--- config.mk ---
export PLATFORM = sky130hd
export DESIGN_NAME = fsbuf_sched
export DESIGN_NICKNAME = d
export VERILOG_FILES = /design/src/rtl/fsbuf_pkg.sv /design/src/rtl/fsbuf_pick_free.sv /design/src/rtl/fsbuf_sched.sv
export SDC_FILE = /design/constraint.sdc
export NUM_CORES = 1
export LEC_CHECK = 0
export BUFFER_PORTS_ARGS = -buffer_cell sky130_fd_sc_hd__buf_2
export CAP_MARGIN = 20
export CORE_MARGIN = 5
export CORE_UTILIZATION = 38
export DETAILED_ROUTE_END_ITERATION = 10
export PLACE_DENSITY = 0.71
export SLEW_MARGIN = 20
export SYNTH_ARGS = -nofsm -noshare
export SYNTH_HDL_FRONTEND = slang
export SYNTH_SLANG_ARGS = --single-unit
--- constraint.sdc ---
create_clock -name clk -period 5.7 [get_ports clk]
set_clock_uncertainty 0.2 [all_clocks]
set_input_delay 1.14 -clock clk [delete_from_list [all_inputs] [get_ports clk]]
set_output_delay 1.14 -clock clk [all_outputs]
set_load 0.05 [all_outputs]
--- src/rtl/fsbuf_pkg.sv ---
// fsbuf_pkg: buffer-state and FSM encodings plus default address map for the frame-buffer scheduler
package fsbuf_pkg;
    typedef enum logic [1:0] {
        BUF_FREE    = 2'd0,
        BUF_WRITING = 2'd1,
        BUF_READY   = 2'd2,
        BUF_READING = 2'd3
    } buf_st_e;
    typedef enum logic {
        ST_HALT = 1'b0,
        ST_RUN  = 1'b1
    } fsm_st_e;
    localparam logic [31:0] DEF_BUF_BASE   = 32'h3F00_0000;
    localparam logic [31:0] DEF_BUF_STRIDE = 32'h0010_0000;
endpackage

--- src/rtl/fsbuf_pick_free.sv ---
// fsbuf_pick_free: lowest-index FREE buffer priority encoder
// ports: states (2 bits per buffer, buffer i at [2i+1:2i]) -> idx (lowest FREE), found (any FREE)
module fsbuf_pick_free
    import fsbuf_pkg::*;
#(
    parameter int C_BUF_NUM   = 4,
    parameter int C_IDX_WIDTH = 3
) (
    input  logic [2*C_BUF_NUM-1:0] states,
    output logic [C_IDX_WIDTH-1:0] idx,
    output logic                   found
);
    always_comb begin
        idx   = '0;
        found = 1'b0;
        for (int i = C_BUF_NUM - 1; i >= 0; i--) begin
            if (states[2*i +: 2] == BUF_FREE) begin
                idx   = C_IDX_WIDTH'(i);
                found = 1'b1;
            end
        end
    end
endmodule

--- src/rtl/fsbuf_sched.sv ---
// fsbuf_sched: shares C_BUF_NUM frame buffers between a write DMA and a read DMA
// ports: clk, resetn (async, active low), soft_resetn (sync clear);
//        w_done -> w_valid/w_idx/w_addr (buffer being written);
//        r_req/r_done -> r_ack/r_valid/r_idx/r_addr (buffer being read);
//        frm_cnt/drop_cnt statistics; buf_state = 2 bits per buffer, buffer i at [2i+1:2i]
module fsbuf_sched
    import fsbuf_pkg::*;
#(
    parameter int                          C_BUF_NUM        = 4,
    parameter int                          C_IDX_WIDTH      = 3,
    parameter int                          C_BUF_ADDR_WIDTH = 32,
    parameter logic [C_BUF_ADDR_WIDTH-1:0] C_BUF_BASE       = C_BUF_ADDR_WIDTH'(DEF_BUF_BASE),
    parameter logic [C_BUF_ADDR_WIDTH-1:0] C_BUF_STRIDE     = C_BUF_ADDR_WIDTH'(DEF_BUF_STRIDE),
    parameter int                          C_CNT_WIDTH      = 16
) (
    input  logic                        clk,
    input  logic                        resetn,
    input  logic                        soft_resetn,
    input  logic                        w_done,
    output logic                        w_valid,
    output logic [C_IDX_WIDTH-1:0]      w_idx,
    output logic [C_BUF_ADDR_WIDTH-1:0] w_addr,
    input  logic                        r_req,
    input  logic                        r_done,
    output logic                        r_ack,
    output logic                        r_valid,
    output logic [C_IDX_WIDTH-1:0]      r_idx,
    output logic [C_BUF_ADDR_WIDTH-1:0] r_addr,
    output logic [C_CNT_WIDTH-1:0]      frm_cnt,
    output logic [C_CNT_WIDTH-1:0]      drop_cnt,
    output logic [2*C_BUF_NUM-1:0]      buf_state
);
    localparam logic [2*C_BUF_NUM-1:0] BS_RST = (2*C_BUF_NUM)'(BUF_WRITING);

    fsm_st_e                  st_q, st_d;
    logic [2*C_BUF_NUM-1:0]   bs_q, bs_m, bs_d;
    logic [C_IDX_WIDTH-1:0]   w_idx_q, w_idx_d, r_idx_q, r_idx_d, rdy_idx, free_idx;
    logic                     r_valid_q, r_valid_d, r_ack_q, r_ack_d, rdy_found, free_found;
    logic [C_CNT_WIDTH-1:0]   frm_cnt_q, frm_cnt_d, drop_cnt_q, drop_cnt_d;

    // bs_m: state after writer completion and reader events, before a new writer buffer is chosen
    always_comb begin
        bs_m       = bs_q;
        r_idx_d    = r_idx_q;
        r_valid_d  = r_valid_q;
        r_ack_d    = 1'b0;
        frm_cnt_d  = frm_cnt_q;
        drop_cnt_d = drop_cnt_q;
        rdy_found  = 1'b0;
        rdy_idx    = '0;
        if (!soft_resetn) begin
            bs_m       = BS_RST;
            r_idx_d    = '0;
            r_valid_d  = 1'b0;
            frm_cnt_d  = '0;
            drop_cnt_d = '0;
        end else if (st_q == ST_RUN) begin
            if (w_done) begin
                frm_cnt_d = frm_cnt_q + C_CNT_WIDTH'(1);
                for (int i = 0; i < C_BUF_NUM; i++) begin
                    if (bs_q[2*i +: 2] == BUF_READY) begin
                        bs_m[2*i +: 2] = BUF_FREE;
                        drop_cnt_d     = drop_cnt_q + C_CNT_WIDTH'(1);
                    end
                    if (C_IDX_WIDTH'(i) == w_idx_q) bs_m[2*i +: 2] = BUF_READY;
                end
            end
            for (int i = C_BUF_NUM - 1; i >= 0; i--) begin
                if (bs_m[2*i +: 2] == BUF_READY) begin
                    rdy_found = 1'b1;
                    rdy_idx   = C_IDX_WIDTH'(i);
                end
            end
            // r_req takes priority over r_done: swapping in a new frame releases the old one anyway
            if (r_req) begin
                r_ack_d = 1'b1;
                if (rdy_found) begin
                    for (int i = 0; i < C_BUF_NUM; i++) begin
                        if (bs_m[2*i +: 2] == BUF_READING) bs_m[2*i +: 2] = BUF_FREE;
                        if (C_IDX_WIDTH'(i) == rdy_idx) bs_m[2*i +: 2] = BUF_READING;
                    end
                    r_idx_d   = rdy_idx;
                    r_valid_d = 1'b1;
                end
            end else if (r_done && r_valid_q) begin
                for (int i = 0; i < C_BUF_NUM; i++)
                    if (bs_m[2*i +: 2] == BUF_READING) bs_m[2*i +: 2] = BUF_FREE;
                r_valid_d = 1'b0;
            end
        end
    end

    fsbuf_pick_free #(
        .C_BUF_NUM   (C_BUF_NUM),
        .C_IDX_WIDTH (C_IDX_WIDTH)
    ) u_pick (
        .states (bs_m),
        .idx    (free_idx),
        .found  (free_found)
    );

    always_comb begin
        st_d    = soft_resetn ? ST_RUN : ST_HALT;
        bs_d    = bs_m;
        w_idx_d = soft_resetn ? w_idx_q : '0;
        if (soft_resetn && st_q == ST_RUN && w_done) begin
            w_idx_d = free_idx;
            for (int i = 0; i < C_BUF_NUM; i++)
                if (C_IDX_WIDTH'(i) == free_idx) bs_d[2*i +: 2] = BUF_WRITING;
        end
    end

    always_ff @(posedge clk or negedge resetn) begin
        if (!resetn) begin
            st_q       <= ST_HALT;
            bs_q       <= BS_RST;
            w_idx_q    <= '0;
            r_idx_q    <= '0;
            r_valid_q  <= 1'b0;
            r_ack_q    <= 1'b0;
            frm_cnt_q  <= '0;
            drop_cnt_q <= '0;
        end else begin
            st_q       <= st_d;
            bs_q       <= bs_d;
            w_idx_q    <= w_idx_d;
            r_idx_q    <= r_idx_d;
            r_valid_q  <= r_valid_d;
            r_ack_q    <= r_ack_d;
            frm_cnt_q  <= frm_cnt_d;
            drop_cnt_q <= drop_cnt_d;
        end
    end

    // with three or more buffers a FREE one always exists when the writer completes
    always_ff @(posedge clk) begin
        if (resetn && soft_resetn && st_q == ST_RUN && w_done) assert (free_found);
    end

    assign w_valid   = st_q == ST_RUN;
    assign w_idx     = w_idx_q;
    assign w_addr    = C_BUF_BASE + C_BUF_ADDR_WIDTH'(w_idx_q) * C_BUF_STRIDE;
    assign r_ack     = r_ack_q;
    assign r_valid   = r_valid_q;
    assign r_idx     = r_idx_q;
    assign r_addr    = C_BUF_BASE + C_BUF_ADDR_WIDTH'(r_idx_q) * C_BUF_STRIDE;
    assign frm_cnt   = frm_cnt_q;
    assign drop_cnt  = drop_cnt_q;
    assign buf_state = bs_q;
endmodule

==> impl_metrics.json, run 1 <==
{
  "outcome": "complete, no violations",
  "finalSetupTns_ps": 0,
  "dr.max_layer_used": "met4",
  "period_needed_ps": 3000,
  "start_util_pct": 38.3,
  "maxSlewHeadroom_pct": 30.3,
  "grt_pass1_vias": 2269,
  "ys_seq_area_share_pct": 35.8,
  "p_clk_share_pct": 28.3,
  "irDropWorstVdd_v": 0.000101,
  "gp_congestion": 0.930,
  "track_usage_pct": 13.4,
  "arrival_ps": 2990,
  "die_w_um": 103,
  "crit_path_start": "w_done",
  "synth-warning-count": 0,
  "power_mw": 0.746,
  "post_cts_buffers": 0,
  "grt_pass1_wl_um": 11400,
  "power_switching_mw": 0.294,
  "cts_root_buf": "clkbuf_8",
  "wire_per_inst_um": 14.1,
  "fmax_ghz": 0.334,
  "synth_cells": 363,
  "cts_resized": 0,
  "dp.final_hpwl_um": 5510,
  "switching_share_pct": 39.4,
  "endpoint": "w_idx[1]",
  "post_drt_via_cell_ratio": 4.98,
  "avgSynthCellArea_sq_um": 9.06,
  "clkSinkCount": 47,
  "finalInstanceArea_sq_mm": 0.00347,
  "cp-start-kind": "primary input",
  "reg2reg_from": "buf_state[5]",
  "power_density_mw_per_mm2": 215,
  "antenna_cells": 0,
  "ys_seq_elements": 47,
  "synth_cell_types": 67,
  "clkTransAtPathRegs_ps": 90,
  "drv_slew": 0,
  "portBuffers": 56,
  "io_pins": 119,
  "ys_dominant_reg_cell": "dfrtp_1",
  "r2r_setup_slack_ps": 3270,
  "area_growth_pct": 5.67,
  "pwr-share-comb_pct": 24.7,
  "coreArea_sq_mm": 0.00859,
  "path_max_fanout": 22,
  "route.detailed.drc": 0,
  "cts_tree": "done",
  "met1_length_um": 3000,
  "maxCapViolCount": 0,
  "critical_path_class": "in -> reg",
  "drive_gt1_share_pct": 21.1,
  "die_y_um": 103,
  "yosys.area.top_type_share_pct": 35.0,
  "ant_nets": 0,
  "overflow": 0,
  "endpoint_kind": "flop",
  "postCtsHoldBufs": 0,
  "cts_buffers": 5,
  "required_ps": 5690,
  "reg2regPathDepth": 7,
  "die_area_sq_mm": 0.0106,
  "rows": 34,
  "synth_area_leader_cell": "dfrtp_1",
  "grt_max_degree": 48,
  "antenna_found_initial": 0,
  "totalWireLength_um": 7310,
  "rr_endpoint": "w_idx[1]",
  "drt_iter0_drc": 200,
  "clk_path_buf_depth": 2,
  "yosysMostFrequentCell": "buf_4",
  "async_flop_share_pct": 100,
  "clk_latency_ps": 310,
  "dr.pass1.iters": 4,
  "worstMarginPinSlew_ps": 1040,
  "p_int_mw": 0.452,
  "p_seq_share_pct": 47.0,
  "dp.cells": 512,
  "synthTopCellsByArea": "dfrtp_1, buf_4, xor2_1, nand2_1, nor2_1",
  "finalCritPeriodShare_pct": 52.6,
  "wl_met2_um": 3580,
  "p_leak_nw": 1.72,
  "setup_viol": 0,
  "h-tree-depth": 2,
  "final_hold_viol_count": 0,
  "wl_met3_um": 601,
  "hp-class": "reg -> reg",
  "postPlaceCellArea_sq_mm": 0.00338,
  "fin_nets": 419,
  "rsz0062_at_grt": "no",
  "dr_total_vias": 2590,
  "final_cells": 520,
  "synthTopCellsByCount": "buf_4, dfrtp_1, nand2_1, nor2_1, xor2_1",
  "synth_edf_count": 0,
  "netlist_area_sq_mm": 0.00329
}
stage by stage:
stage	worst slack, ps	util [%]	hold slack (ps)
6_report	2700	40.4	349
5_1_grt	2540	40.4	377
4_1_cts	2700	40.4	357
3_5_place_dp	2360	39.4	331
3_3_place_gp	2420	39.4	327
2_1_floorplan	2920	-	562
worst min-delay path by stage:
stage	startpoint	end	slack (ps)	depth (start not counted)
5_1_grt	drop_cnt[15]	drop_cnt[15]	380	2
3_5_place_dp	frm_cnt[15]	frm_cnt[15]	330	2
4_1_cts	frm_cnt[15]	frm_cnt[15]	360	2
2_1_floorplan	r_idx[0]	r_idx[0]	560	2
6_report	r_idx[1]	r_idx[1]	350	2
3_3_place_gp	frm_cnt[15]	frm_cnt[15]	330	2
routing by layer:
metal / vias up / global-route usage [%]
met5: - / 0
met4: 0 / 4.78
met3: 15 / 3.32
met2: 115 / 22.0
met1: 1233 / 17.3
li1: 1227 / -
cell usage in the layout, fill, tap and decap left out, drive strengths merged, types with 11 or more instances in the layout:
master	n
conb	62
buf	57
dfrtp	46
nand2	36
nor2	29
xor2	19
a21oi	17
o21ai	17
nand3	11
inv	11
state kept, by name, summed over array words and instances (netlist names):
signal	cells
w_idx	2
buf_state	8
w_valid	1
r_idx	2
r_ack	1
drop_cnt	16
r_valid	1
frm_cnt	16
critical path, stage by stage:
cell and delay (ps):
buf_2 310, nor3b_2 510, a21oi_1 150, a21oi_2 210
a211oi_1 90, a211oi_2 320, nand2b_1 180, o21ai_1 70
cells by family (layout without fill, tap and decap cells):
family / count (synthesis) / after routing / share of synthesized area [%]
adders and majority gates: 2 / 2 / 0.761
AOI/OAI and AO/OA: 70 / 70 / 17.4
and+or+nand+nor: 130 / 130 / 20.8
DFF: 47 / 47 / 35.8
xor gates and xnor gates: 23 / 23 / 6.13
buffers and inverters: 86 / 75 / 18.0
muxes: 3 / 3 / 0.951
other: 2 / 62 / 0.228
cell type report:
cell class	count	area (sq um)
repair buffers	57	288
fillers	866	5120
flip-flops and latches	47	1180
well taps	108	135
inverters	10	37.5
multi-input cells	290	1750
clock buffers	5	68.8
clock inverters	3	22.5
power groups by stage:
stage / Sequential, mW / Combinational (mW) / Clock, mW
global placement: 0.357 / 0.181 / 0
global route: 0.352 / 0.195 / 0.233
finish: 0.350 / 0.184 / 0.211
detailed placement: 0.357 / 0.183 / 0
floorplan: 0.374 / 0.173 / 0
CTS: 0.350 / 0.183 / 0.216
(Power assumes the default switching activity.)
==> inputs of run 2 (changes only) <==
--- a/config.mk
+++ b/config.mk
@@ -10,7 +10,7 @@
 export CORE_MARGIN = 5
 export CORE_UTILIZATION = 38
 export DETAILED_ROUTE_END_ITERATION = 10
-export PLACE_DENSITY = 0.71
+export PLACE_DENSITY = 0.73
 export SLEW_MARGIN = 20
 export SYNTH_ARGS = -nofsm -noshare
 export SYNTH_HDL_FRONTEND = slang
==> constraint.sdc (replaced) <==
create_clock -name clk -period 2.6 [get_ports clk]
set_clock_uncertainty 0.2 [all_clocks]
set_input_delay 0.52 -clock clk [delete_from_list [all_inputs] [get_ports clk]]
set_output_delay 0.52 -clock clk [all_outputs]
set_load 0.05 [all_outputs]
==> run 2 against run 1 <==
First-iteration DRC count fell by 16%. Setup slack got worse by 2500 ps. Wire length grew 6.5%. Worst hold slack lost 140 ps. Count of clock-buffer cells in the layout is 1 higher. Combinational power is 130% higher. Total power is 150% higher. Flip-flop and latch count unchanged. Largest cell class unchanged.
==> impl_metrics.json, run 2 (synthesis results as in run 1) <==
{
  "portBuffers": 56,
  "dr.pass1.iters": 4,
  "cp-start-kind": "flop",
  "grt_pass1_vias": 2542,
  "clkTransAtPathRegs_ps": 90,
  "power_density_mw_per_mm2": 508,
  "required_ps": 2650,
  "wire_per_inst_um": 14.7,
  "p_leak_nw": 1.78,
  "finalSetupTns_ps": 0,
  "dp.final_hpwl_um": 5870,
  "post_drt_via_cell_ratio": 4.98,
  "cts_buffers": 5,
  "grt_pass1_wl_um": 12400,
  "endpoint_kind": "flop",
  "drt_iter0_drc": 168,
  "holdWs_ps": 211,
  "ant_nets": 0,
  "critical_path_class": "reg -> reg",
  "cts_root_buf": "clkbuf_8",
  "path_max_fanout": 6,
  "area_growth_pct": 9.63,
  "antenna_found_initial": 0,
  "power_mw": 1.83,
  "setup_viol": 0,
  "num-fill-cells": 851,
  "p_clk_share_pct": 35.3,
  "gp_congestion": 0.901,
  "hp-class": "in -> reg",
  "cp_slowest_stage_delay_ps": 580,
  "pwr-share-comb_pct": 22.8,
  "drv_slew": 0,
  "power_switching_mw": 0.641,
  "die_area_sq_mm": 0.0106,
  "cp_common_cell": "nand2b_1",
  "cts_tree": "done",
  "route.detailed.drc": 0,
  "fin_nets": 429,
  "p_seq_share_pct": 41.9,
  "final_hold_viol_count": 0,
  "fmax_ghz": 0.413,
  "clk_latency_ps": 310,
  "post_cts_buffers": 0,
  "rows": 34,
  "arrival_ps": 2480,
  "outcome": "complete, no violations",
  "clk_path_buf_depth": 2,
  "coreArea_sq_mm": 0.00859,
  "rsz0062_at_grt": "no",
  "start_util_pct": 38.3,
  "drive_gt1_share_pct": 22.5,
  "crit_chain": "nand2b_1 > a21oi_1 > o41ai_2 > a21o_1 > o2bb2ai_1 > nor3_1 > nand2b_1",
  "dp.cells": 521,
  "antenna_cells": 0,
  "crit_buf_inv": 0,
  "die_y_um": 103,
  "track_usage_pct": 14.7,
  "h-tree-depth": 2,
  "final_cells": 530,
  "dr_total_vias": 2641,
  "finalCritPeriodShare_pct": 93.2,
  "mostFrequentLayoutCell": "conb_1",
  "overflow": 0,
  "totalWireLength_um": 7780,
  "p_int_mw": 1.19,
  "path_delay_family": "compound AO/OA/AOI/OAI gates",
  "io_pins": 119,
  "cp_slowest_cell": "dfstp_2",
  "final_cell_mix": "conb_1, buf_2, dfrtp_1, nand2_1, nor2_1",
  "clkSinkCount": 47,
  "die_w_um": 103,
  "grt_max_degree": 28,
  "irDropWorstVdd_v": 0.000282,
  "maxCapViolCount": 0,
  "switching_share_pct": 35.0,
  "period_needed_ps": 2420
}
[run 2: changes by cell type in the layout (fill, tap and decap cells not counted)]
cell           before  now
a41oi_2             2    1
a41oi_4             1    2
buf_4               1   10
bufinv_16           0    2
clkbuf_1            0    1
clkinv_2            1    0
clkinv_4            1    0
dlygate4sd3_1       0    1
inv_6               1    0
[run 2: repair_timing]
| item | in CTS | in global routing |
|---|---|---|
| gates resized for setup | 0 | 1 |
| hold buffers | 1 | 0 |
| hold endpoints to repair | 7 | 0 |
| setup endpoints to repair | 0 | 2 |
[run 2: metal layers]
layer  track usage, %  wire, um  up-vias
met5                0         0        -
met4             5.48       143        0
met3             3.99       756       14
met2             23.8      3740      124
met1             18.7      3140     1260
li1                 -         -     1243
[run 2: metrics by stage]
stage	utilization [%]	instance area [sq um]	worst slack, ps
finish	41.9	3600	177
floorplan	-	3510	169
global route	41.9	3600	24.3
detailed placement	40.2	3450	63.1
global placement	40.2	3450	122
CTS	41.8	3590	163
[run 2: final cells by class]
class	instances	area, sq um	area share [%]
Clock buffer	6	72.6	2.01
Clock inverter	2	60.1	1.67
Tap cell	108	135	3.75
Timing Repair Buffer	67	365	10.1
Sequential cell	47	1180	32.7
Inverter	10	37.5	1.04
Multi-Input combinational cell	290	1760	48.7
[run 2: worst paths after layout]
check,start,endpoint,slack (ps),cells past startpoint
worst max-delay path,buf_state[0],buf_state[0],180,7
worst min-delay path,soft_resetn,w_valid,210,1
worst max register to register,buf_state[0],buf_state[0],180,7
worst min register to register,frm_cnt[15],frm_cnt[15],350,2
max in group asynchronous,resetn,buf_state[0],1150,3
min in group asynchronous,resetn,drop_cnt[6],390,2
[run 2: power groups by stage]
stage,Clock (mW),Combinational [mW],Sequential [mW]
floorplan,0,0.379,0.819
global placement,0,0.409,0.781
detailed placement,0,0.411,0.781
CTS,0.663,0.413,0.767
global route,0.697,0.443,0.771
finish,0.647,0.417,0.768
